===== src/rtl/dmem_arb_pkg.sv =====
// Shared types and constants for the data-memory arbiter.
package dmem_arb_pkg;

  typedef enum logic {
    ST_IDLE = 1'b0,
    ST_RESP = 1'b1
  } arb_state_e;

  localparam logic PORT_CORE = 1'b0;
  localparam logic PORT_AUX  = 1'b1;

  localparam int unsigned DEF_MEM_DEPTH = 256;

  // True when a word address falls inside the memory.
  function automatic logic addr_in_range(input logic [63:0] addr, input int unsigned depth);
    return addr < 64'(depth);
  endfunction

endpackage


===== src/rtl/dmem_arbiter_if.sv =====
// Requester and memory-side signals of the data-memory arbiter.
// slave = arbiter view, master = requesters plus memory.
interface dmem_arbiter_if #(
  parameter int unsigned AW = 32,
  parameter int unsigned DW = 32
);

  logic          p0_req;
  logic          p0_we;
  logic [AW-1:0] p0_addr;
  logic [DW-1:0] p0_wdata;
  logic          p0_gnt;
  logic          p0_done;
  logic          p0_err;
  logic [DW-1:0] p0_rdata;

  logic          p1_req;
  logic          p1_we;
  logic [AW-1:0] p1_addr;
  logic [DW-1:0] p1_wdata;
  logic          p1_gnt;
  logic          p1_done;
  logic          p1_err;
  logic [DW-1:0] p1_rdata;

  logic [AW-1:0] mem_addr;
  logic [DW-1:0] mem_wdata;
  logic          mem_re;
  logic          mem_we;
  logic [DW-1:0] mem_rdata;

  modport slave (
    input  p0_req, p0_we, p0_addr, p0_wdata,
    input  p1_req, p1_we, p1_addr, p1_wdata,
    input  mem_rdata,
    output p0_gnt, p0_done, p0_err, p0_rdata,
    output p1_gnt, p1_done, p1_err, p1_rdata,
    output mem_addr, mem_wdata, mem_re, mem_we
  );

  modport master (
    output p0_req, p0_we, p0_addr, p0_wdata,
    output p1_req, p1_we, p1_addr, p1_wdata,
    output mem_rdata,
    input  p0_gnt, p0_done, p0_err, p0_rdata,
    input  p1_gnt, p1_done, p1_err, p1_rdata,
    input  mem_addr, mem_wdata, mem_re, mem_we
  );

endinterface


===== src/rtl/dmem_arb_pick.sv =====
// Combinational 2-way picker: one-hot grant, ties go to the port that did not win last.
module dmem_arb_pick
  import dmem_arb_pkg::*;
(
  input  logic [1:0] req_i,
  input  logic       last_i,
  output logic [1:0] gnt_o
);

  always_comb begin
    gnt_o = '0;
    unique case (req_i)
      2'b01:   gnt_o = 2'b01;
      2'b10:   gnt_o = 2'b10;
      2'b11:   gnt_o = (last_i == PORT_AUX) ? 2'b01 : 2'b10;
      default: gnt_o = '0;
    endcase
  end

endmodule


===== src/rtl/dmem_arbiter.sv =====
// Two-requester arbiter/sequencer for the single-port data memory (grant, then response).
// Macro DMEM_ARB_RR_EN selects round-robin arbitration; fixed priority (port 0) otherwise.
module dmem_arbiter
  import dmem_arb_pkg::*;
#(
  parameter int unsigned MEM_DEPTH = DEF_MEM_DEPTH,
  parameter int unsigned AW        = 32,
  parameter int unsigned DW        = 32
) (
  input logic           clk,
  input logic           reset,
  dmem_arbiter_if.slave bus
);

  arb_state_e    state_q, state_d;
  logic          win_q, win_d;
  logic          we_q, we_d;
  logic          oor_q, oor_d;

  logic [1:0]    req;
  logic [1:0]    pick;
  logic          last_win;

  logic          win;
  logic [AW-1:0] sel_addr;
  logic [DW-1:0] sel_wdata;
  logic          sel_we;
  logic          in_range;
  logic          grant;

  logic [1:0]    gnt;
  logic [1:0]    done;
  logic [1:0]    err;
  logic [DW-1:0] rdata0;
  logic [DW-1:0] rdata1;
  logic [DW-1:0] resp_data;
  logic [AW-1:0] mem_addr;
  logic [DW-1:0] mem_wdata;
  logic          mem_re;
  logic          mem_we;

  assign req = {bus.p1_req, bus.p0_req};

`ifdef DMEM_ARB_RR_EN
  logic last_q, last_d;

  always_ff @(posedge clk or posedge reset) begin
    if (reset) begin
      last_q <= PORT_AUX;
    end else begin
      last_q <= last_d;
    end
  end

  always_comb begin
    last_d = last_q;
    if (grant) begin
      last_d = win;
    end
  end

  assign last_win = last_q;
`else
  assign last_win = PORT_AUX;
`endif

  dmem_arb_pick u_pick (
    .req_i  (req),
    .last_i (last_win),
    .gnt_o  (pick)
  );

  always_comb begin
    win       = pick[PORT_AUX];
    sel_addr  = (win == PORT_AUX) ? bus.p1_addr  : bus.p0_addr;
    sel_wdata = (win == PORT_AUX) ? bus.p1_wdata : bus.p0_wdata;
    sel_we    = (win == PORT_AUX) ? bus.p1_we    : bus.p0_we;
    in_range  = addr_in_range(64'(sel_addr), MEM_DEPTH);
  end

  // Grants are suppressed while reset is held so every output reads 0 during reset.
  assign grant = (state_q == ST_IDLE) && !reset && (|pick);

  assign resp_data = (we_q || oor_q) ? '0 : bus.mem_rdata;

  always_ff @(posedge clk or posedge reset) begin
    if (reset) begin
      state_q <= ST_IDLE;
      win_q   <= PORT_CORE;
      we_q    <= 1'b0;
      oor_q   <= 1'b0;
    end else begin
      state_q <= state_d;
      win_q   <= win_d;
      we_q    <= we_d;
      oor_q   <= oor_d;
    end
  end

  always_comb begin
    state_d   = state_q;
    win_d     = win_q;
    we_d      = we_q;
    oor_d     = oor_q;
    gnt       = '0;
    done      = '0;
    err       = '0;
    rdata0    = '0;
    rdata1    = '0;
    mem_addr  = '0;
    mem_wdata = '0;
    mem_re    = 1'b0;
    mem_we    = 1'b0;

    unique case (state_q)
      ST_IDLE: begin
        if (grant) begin
          gnt       = pick;
          mem_addr  = sel_addr;
          mem_wdata = sel_wdata;
          mem_we    = sel_we && in_range;
          mem_re    = !sel_we && in_range;
          win_d     = win;
          we_d      = sel_we;
          oor_d     = !in_range;
          state_d   = ST_RESP;
        end
      end
      ST_RESP: begin
        done[win_q] = 1'b1;
        err[win_q]  = oor_q;
        if (win_q == PORT_AUX) begin
          rdata1 = resp_data;
        end else begin
          rdata0 = resp_data;
        end
        state_d = ST_IDLE;
      end
      default: state_d = ST_IDLE;
    endcase
  end

  assign bus.p0_gnt    = gnt[PORT_CORE];
  assign bus.p1_gnt    = gnt[PORT_AUX];
  assign bus.p0_done   = done[PORT_CORE];
  assign bus.p1_done   = done[PORT_AUX];
  assign bus.p0_err    = err[PORT_CORE];
  assign bus.p1_err    = err[PORT_AUX];
  assign bus.p0_rdata  = rdata0;
  assign bus.p1_rdata  = rdata1;
  assign bus.mem_addr  = mem_addr;
  assign bus.mem_wdata = mem_wdata;
  assign bus.mem_re    = mem_re;
  assign bus.mem_we    = mem_we;

endmodule


===== src/flat_wrapper.sv =====
// flat-port wrapper written by rule: the top's interface ports become plain ports
module dmem_arbiter_flat import dmem_arb_pkg::*;
#(
  parameter int unsigned MEM_DEPTH = DEF_MEM_DEPTH,
  parameter int unsigned AW        = 32,
  parameter int unsigned DW        = 32
)
  (clk, reset, bus_p0_req, bus_p0_we, bus_p0_addr, bus_p0_wdata, bus_p1_req, bus_p1_we, bus_p1_addr, bus_p1_wdata, bus_mem_rdata, bus_p0_gnt, bus_p0_done, bus_p0_err, bus_p0_rdata, bus_p1_gnt, bus_p1_done, bus_p1_err, bus_p1_rdata, bus_mem_addr, bus_mem_wdata, bus_mem_re, bus_mem_we);
  dmem_arbiter_if #(.AW(AW), .DW(DW)) bus_i ();
  input logic clk;
  input logic reset;
  input wire logic [$bits(bus_i.p0_req)-1:0] bus_p0_req;
  input wire logic [$bits(bus_i.p0_we)-1:0] bus_p0_we;
  input wire logic [$bits(bus_i.p0_addr)-1:0] bus_p0_addr;
  input wire logic [$bits(bus_i.p0_wdata)-1:0] bus_p0_wdata;
  input wire logic [$bits(bus_i.p1_req)-1:0] bus_p1_req;
  input wire logic [$bits(bus_i.p1_we)-1:0] bus_p1_we;
  input wire logic [$bits(bus_i.p1_addr)-1:0] bus_p1_addr;
  input wire logic [$bits(bus_i.p1_wdata)-1:0] bus_p1_wdata;
  input wire logic [$bits(bus_i.mem_rdata)-1:0] bus_mem_rdata;
  output wire logic [$bits(bus_i.p0_gnt)-1:0] bus_p0_gnt;
  output wire logic [$bits(bus_i.p0_done)-1:0] bus_p0_done;
  output wire logic [$bits(bus_i.p0_err)-1:0] bus_p0_err;
  output wire logic [$bits(bus_i.p0_rdata)-1:0] bus_p0_rdata;
  output wire logic [$bits(bus_i.p1_gnt)-1:0] bus_p1_gnt;
  output wire logic [$bits(bus_i.p1_done)-1:0] bus_p1_done;
  output wire logic [$bits(bus_i.p1_err)-1:0] bus_p1_err;
  output wire logic [$bits(bus_i.p1_rdata)-1:0] bus_p1_rdata;
  output wire logic [$bits(bus_i.mem_addr)-1:0] bus_mem_addr;
  output wire logic [$bits(bus_i.mem_wdata)-1:0] bus_mem_wdata;
  output wire logic [$bits(bus_i.mem_re)-1:0] bus_mem_re;
  output wire logic [$bits(bus_i.mem_we)-1:0] bus_mem_we;
  assign bus_i.p0_req = bus_p0_req;
  assign bus_i.p0_we = bus_p0_we;
  assign bus_i.p0_addr = bus_p0_addr;
  assign bus_i.p0_wdata = bus_p0_wdata;
  assign bus_i.p1_req = bus_p1_req;
  assign bus_i.p1_we = bus_p1_we;
  assign bus_i.p1_addr = bus_p1_addr;
  assign bus_i.p1_wdata = bus_p1_wdata;
  assign bus_i.mem_rdata = bus_mem_rdata;
  assign bus_p0_gnt = bus_i.p0_gnt;
  assign bus_p0_done = bus_i.p0_done;
  assign bus_p0_err = bus_i.p0_err;
  assign bus_p0_rdata = bus_i.p0_rdata;
  assign bus_p1_gnt = bus_i.p1_gnt;
  assign bus_p1_done = bus_i.p1_done;
  assign bus_p1_err = bus_i.p1_err;
  assign bus_p1_rdata = bus_i.p1_rdata;
  assign bus_mem_addr = bus_i.mem_addr;
  assign bus_mem_wdata = bus_i.mem_wdata;
  assign bus_mem_re = bus_i.mem_re;
  assign bus_mem_we = bus_i.mem_we;
  dmem_arbiter #(.MEM_DEPTH(MEM_DEPTH), .AW(AW), .DW(DW)) u_core (.clk(clk), .reset(reset), .bus(bus_i));
endmodule

===== config.mk =====
export PLATFORM = sky130hd
export DESIGN_NAME = dmem_arbiter_flat
export DESIGN_NICKNAME = d
export VERILOG_FILES = /design/src/rtl/dmem_arb_pkg.sv /design/src/rtl/dmem_arbiter_if.sv /design/src/rtl/dmem_arb_pick.sv /design/src/rtl/dmem_arbiter.sv /design/src/flat_wrapper.sv
export SDC_FILE = /design/constraint.sdc
export NUM_CORES = 1
export LEC_CHECK = 0
export CAP_MARGIN = 10
export CORE_AREA = 10 10 109 111
export CTS_CLUSTER_DIAMETER = 80
export CTS_CLUSTER_SIZE = 24
export DETAILED_ROUTE_END_ITERATION = 7
export DIE_AREA = 0 0 119 121
export PLACE_DENSITY = 0.68
export SYNTH_ARGS = -nofsm -noshare
export SYNTH_HDL_FRONTEND = slang
export SYNTH_SLANG_ARGS = --single-unit

===== constraint.sdc =====
create_clock -name clk -period 2.1 [get_ports clk]
set_input_delay 0.21 -clock clk [delete_from_list [all_inputs] [get_ports clk]]
set_output_delay 0.21 -clock clk [all_outputs]
set_load 0.01 [all_outputs]

==> reports/qor.yml <==
viasPerCell: 4.48
clkLatencyLatePin_ns: 0.23
reg2reg_slack_ns: 0.65
synth_edf_count: 0
fmax_mhz: 485
root_buffer: "clkbuf_8"
yosysSeqAreaShare_pct: 5.81
final_cells: 774
p_per_area_mw_per_mm2: 202
p_total_w: 0.00104
tightest_slew_ns: 0.375
grt_max_degree: 43
crit_arrival_ns: 1.85
timing_hold_violations_final: 0
top_usage_layer: "met2"
pre_cts_ws_ns: -0.396
yosysWarnings: 0
cts_buffer_depth: 2
wl_per_cell_um: 19.3
io_buffers: 301
synthesis.nets: 496
clkSinkCount: 4
synth_top_area_cell: "nand2_1"
r2r_end: "u_core.oor_q$_DFFE_PP0P_"
finalSetupTns_ns: 0
synth-async-reset-ratio_pct: 100
n_fill_cell: 998
grt_pass1_vias: 3556
drt_iter0_drc: 161
ys_seq_elements: 4
cp_max_fo: 3
dr.pass1.iters: 5
post-place-cells: 762
synth_area_per_cell_um2: 5.22
setup_ws_ns: 0.0360
grtUsageTotal_pct: 18.4
grt-ovfl-total: 0
maxCapViolCount: 0
placed_area_mm2: 0.00503
syn_inst: 330
hold_path.class: "in2async"
use_met2_pct: 35.4
clk_pin_slew_ns: 0.03
antenna_found_initial: 0
use_met3_pct: 5.91
status: "complete, no violations"
syn_area_mm2: 0.00172
ir_drop_mv: 0.126
rsz0062_at_grt: "yes"
setup_viol: 0
hpwlAfterDp_um: 12600
grtUsageMet1_pct: 18.9
cp.required_ns: 1.89
syn_to_final_growth_pct: 198
vias: 3471
gp_congestion: 0.940
diodes: 0
final_antenna_net_count: 0
cts_hold_buf: 0
ys.flop_type: "dfrtp_1"
ios: 302
worstSetupEndpointType: "primary output"
rows: 36
layout.nets: 809
start_util_pct: 17.9
fin_area_mm2: 0.00513
cts_tree: "built"
leakagePower_nw: 2.67
drt-total-wl_um: 14900
synth_area_leaders: "nand2_1 (28%), and2_1 (24%), a21oi_1 (19%)"
core_area_mm2: 0.00964
die_h_um: 121
finalCritPeriodShare_pct: 98.3
startpoint_type: "input port"
drcViolationCount: 0
cts_made_buffers: 3
yosysMostFrequentCell: "nand2_1"
max_slew_margin_pct: 74.8
htree_levels: 1
maxSlewViolCount: 0
r2r_cells: 7
synth_top_area_share_pct: 28.1
synth_common_cells: "nand2_1 (129), and2_1 (66), a21oi_1 (65)"
yosys.cell_types.count: 26
die_w_um: 119
critPathKind: "in2out"
grt_pass1_wl_um: 21300
reg2reg_from: "u_core.state_q$_DFF_PP0_"
drive_above_1_share_pct: 10.9
fin_skew_ns: 0.00334
die-area_mm2: 0.0144
min_period_ns: 2.06
## layout make-up
cell class / instances / area, µm² / area share [%]
repair buffers: 336 / 3250 / 63.4
flip-flops and latches: 4 / 100 / 1.95
inverters: 3 / 11.3 / 0.219
clock buffers: 3 / 41.3 / 0.804
well taps: 133 / 166 / 3.24
multi-input cells: 295 / 1560 / 30.4
## power breakdown
group,internal [W],switching [W]
logic,0.000460,0.000309
clock network,0.000123,0.0000475
registers,0.0000856,0.0000102
total,0.000669,0.000367
## worst max-delay path by stage
stage                                        start  slack (ns)                to  cells past startpoint
after floorplan           u_core.win_q$_DFFE_PP0P_        0.61  bus_p0_rdata[10]                      4
after global placement                  bus_p0_req       -0.41        bus_mem_re                      6
after detailed placement                bus_p0_req       -0.40        bus_mem_re                      6
after CTS                               bus_p0_req       -0.01  bus_mem_addr[18]                      7
after global routing                    bus_p0_req       -0.04        bus_mem_we                      7
final                              bus_p1_addr[24]        0.04        bus_mem_we                      6
## cells by family (layout without fill, tap and decap cells)
family | Yosys count | after routing | synth area share (%)
flip-flops | 4 | 4 | 5.81
AND/OR/NAND/NOR | 222 | 222 | 62.6
AO/OA/AOI/OAI | 71 | 71 | 21.6
multiplexers | 2 | 2 | 1.45
buffers and inverters | 31 | 342 | 8.50
## worst max-delay path, stage by stage
cell             delay (ns)
clkdlybuf4s50_1        0.45
nor4_2                 0.31
and4_1                 0.29
o2111ai_4              0.15
nor3_2                 0.18
clkdlybuf4s15_2        0.26
## sequential cells by signal, summed over array words and instances (netlist names)
| register | cells |
|---|---|
| u_core.oor_q | 1 |
| u_core.state_q | 1 |
| u_core.we_q | 1 |
| u_core.win_q | 1 |
## stage by stage
| step | utilization (%) | hold WS, ns |
|---|---|---|
| after floorplan | - | -0.0239 |
| final | 53.3 | 0.337 |
| after global placement | 52.2 | 0.528 |
| after CTS | 52.4 | 0.342 |
| after detailed placement | 52.2 | 0.533 |
| after global routing | 53.3 | 0.382 |
## metal layers
metal,vias to the layer above,wire (µm)
met1,1556,5500
met3,15,1250
met4,0,215
li1,1703,-
met2,197,7950
met5,-,0
## repair_timing
item                       4_1_cts  5_1_grt
setup endpoints to repair      122       59
pin swaps                        1        1
setup buffers                    5        1
gates cloned                     2        1
resized for setup              138       81
## cells in the final DEF (no fill, tap or decap), types with 4 or more instances in the layout
cell type        instances
and2_1                  66
nor4_1                   8
dlygate4sd2_1           73
buf_6                    5
buf_4                   23
clkbuf_2                15
clkdlybuf4s15_1         31
nand2_1                129
buf_12                   4
a21oi_1                 63
dlymetal6s2s_1          12
dfrtp_1                  4
clkdlybuf4s50_1        168
No activity file was read; power rests on OpenSTA's default activity.
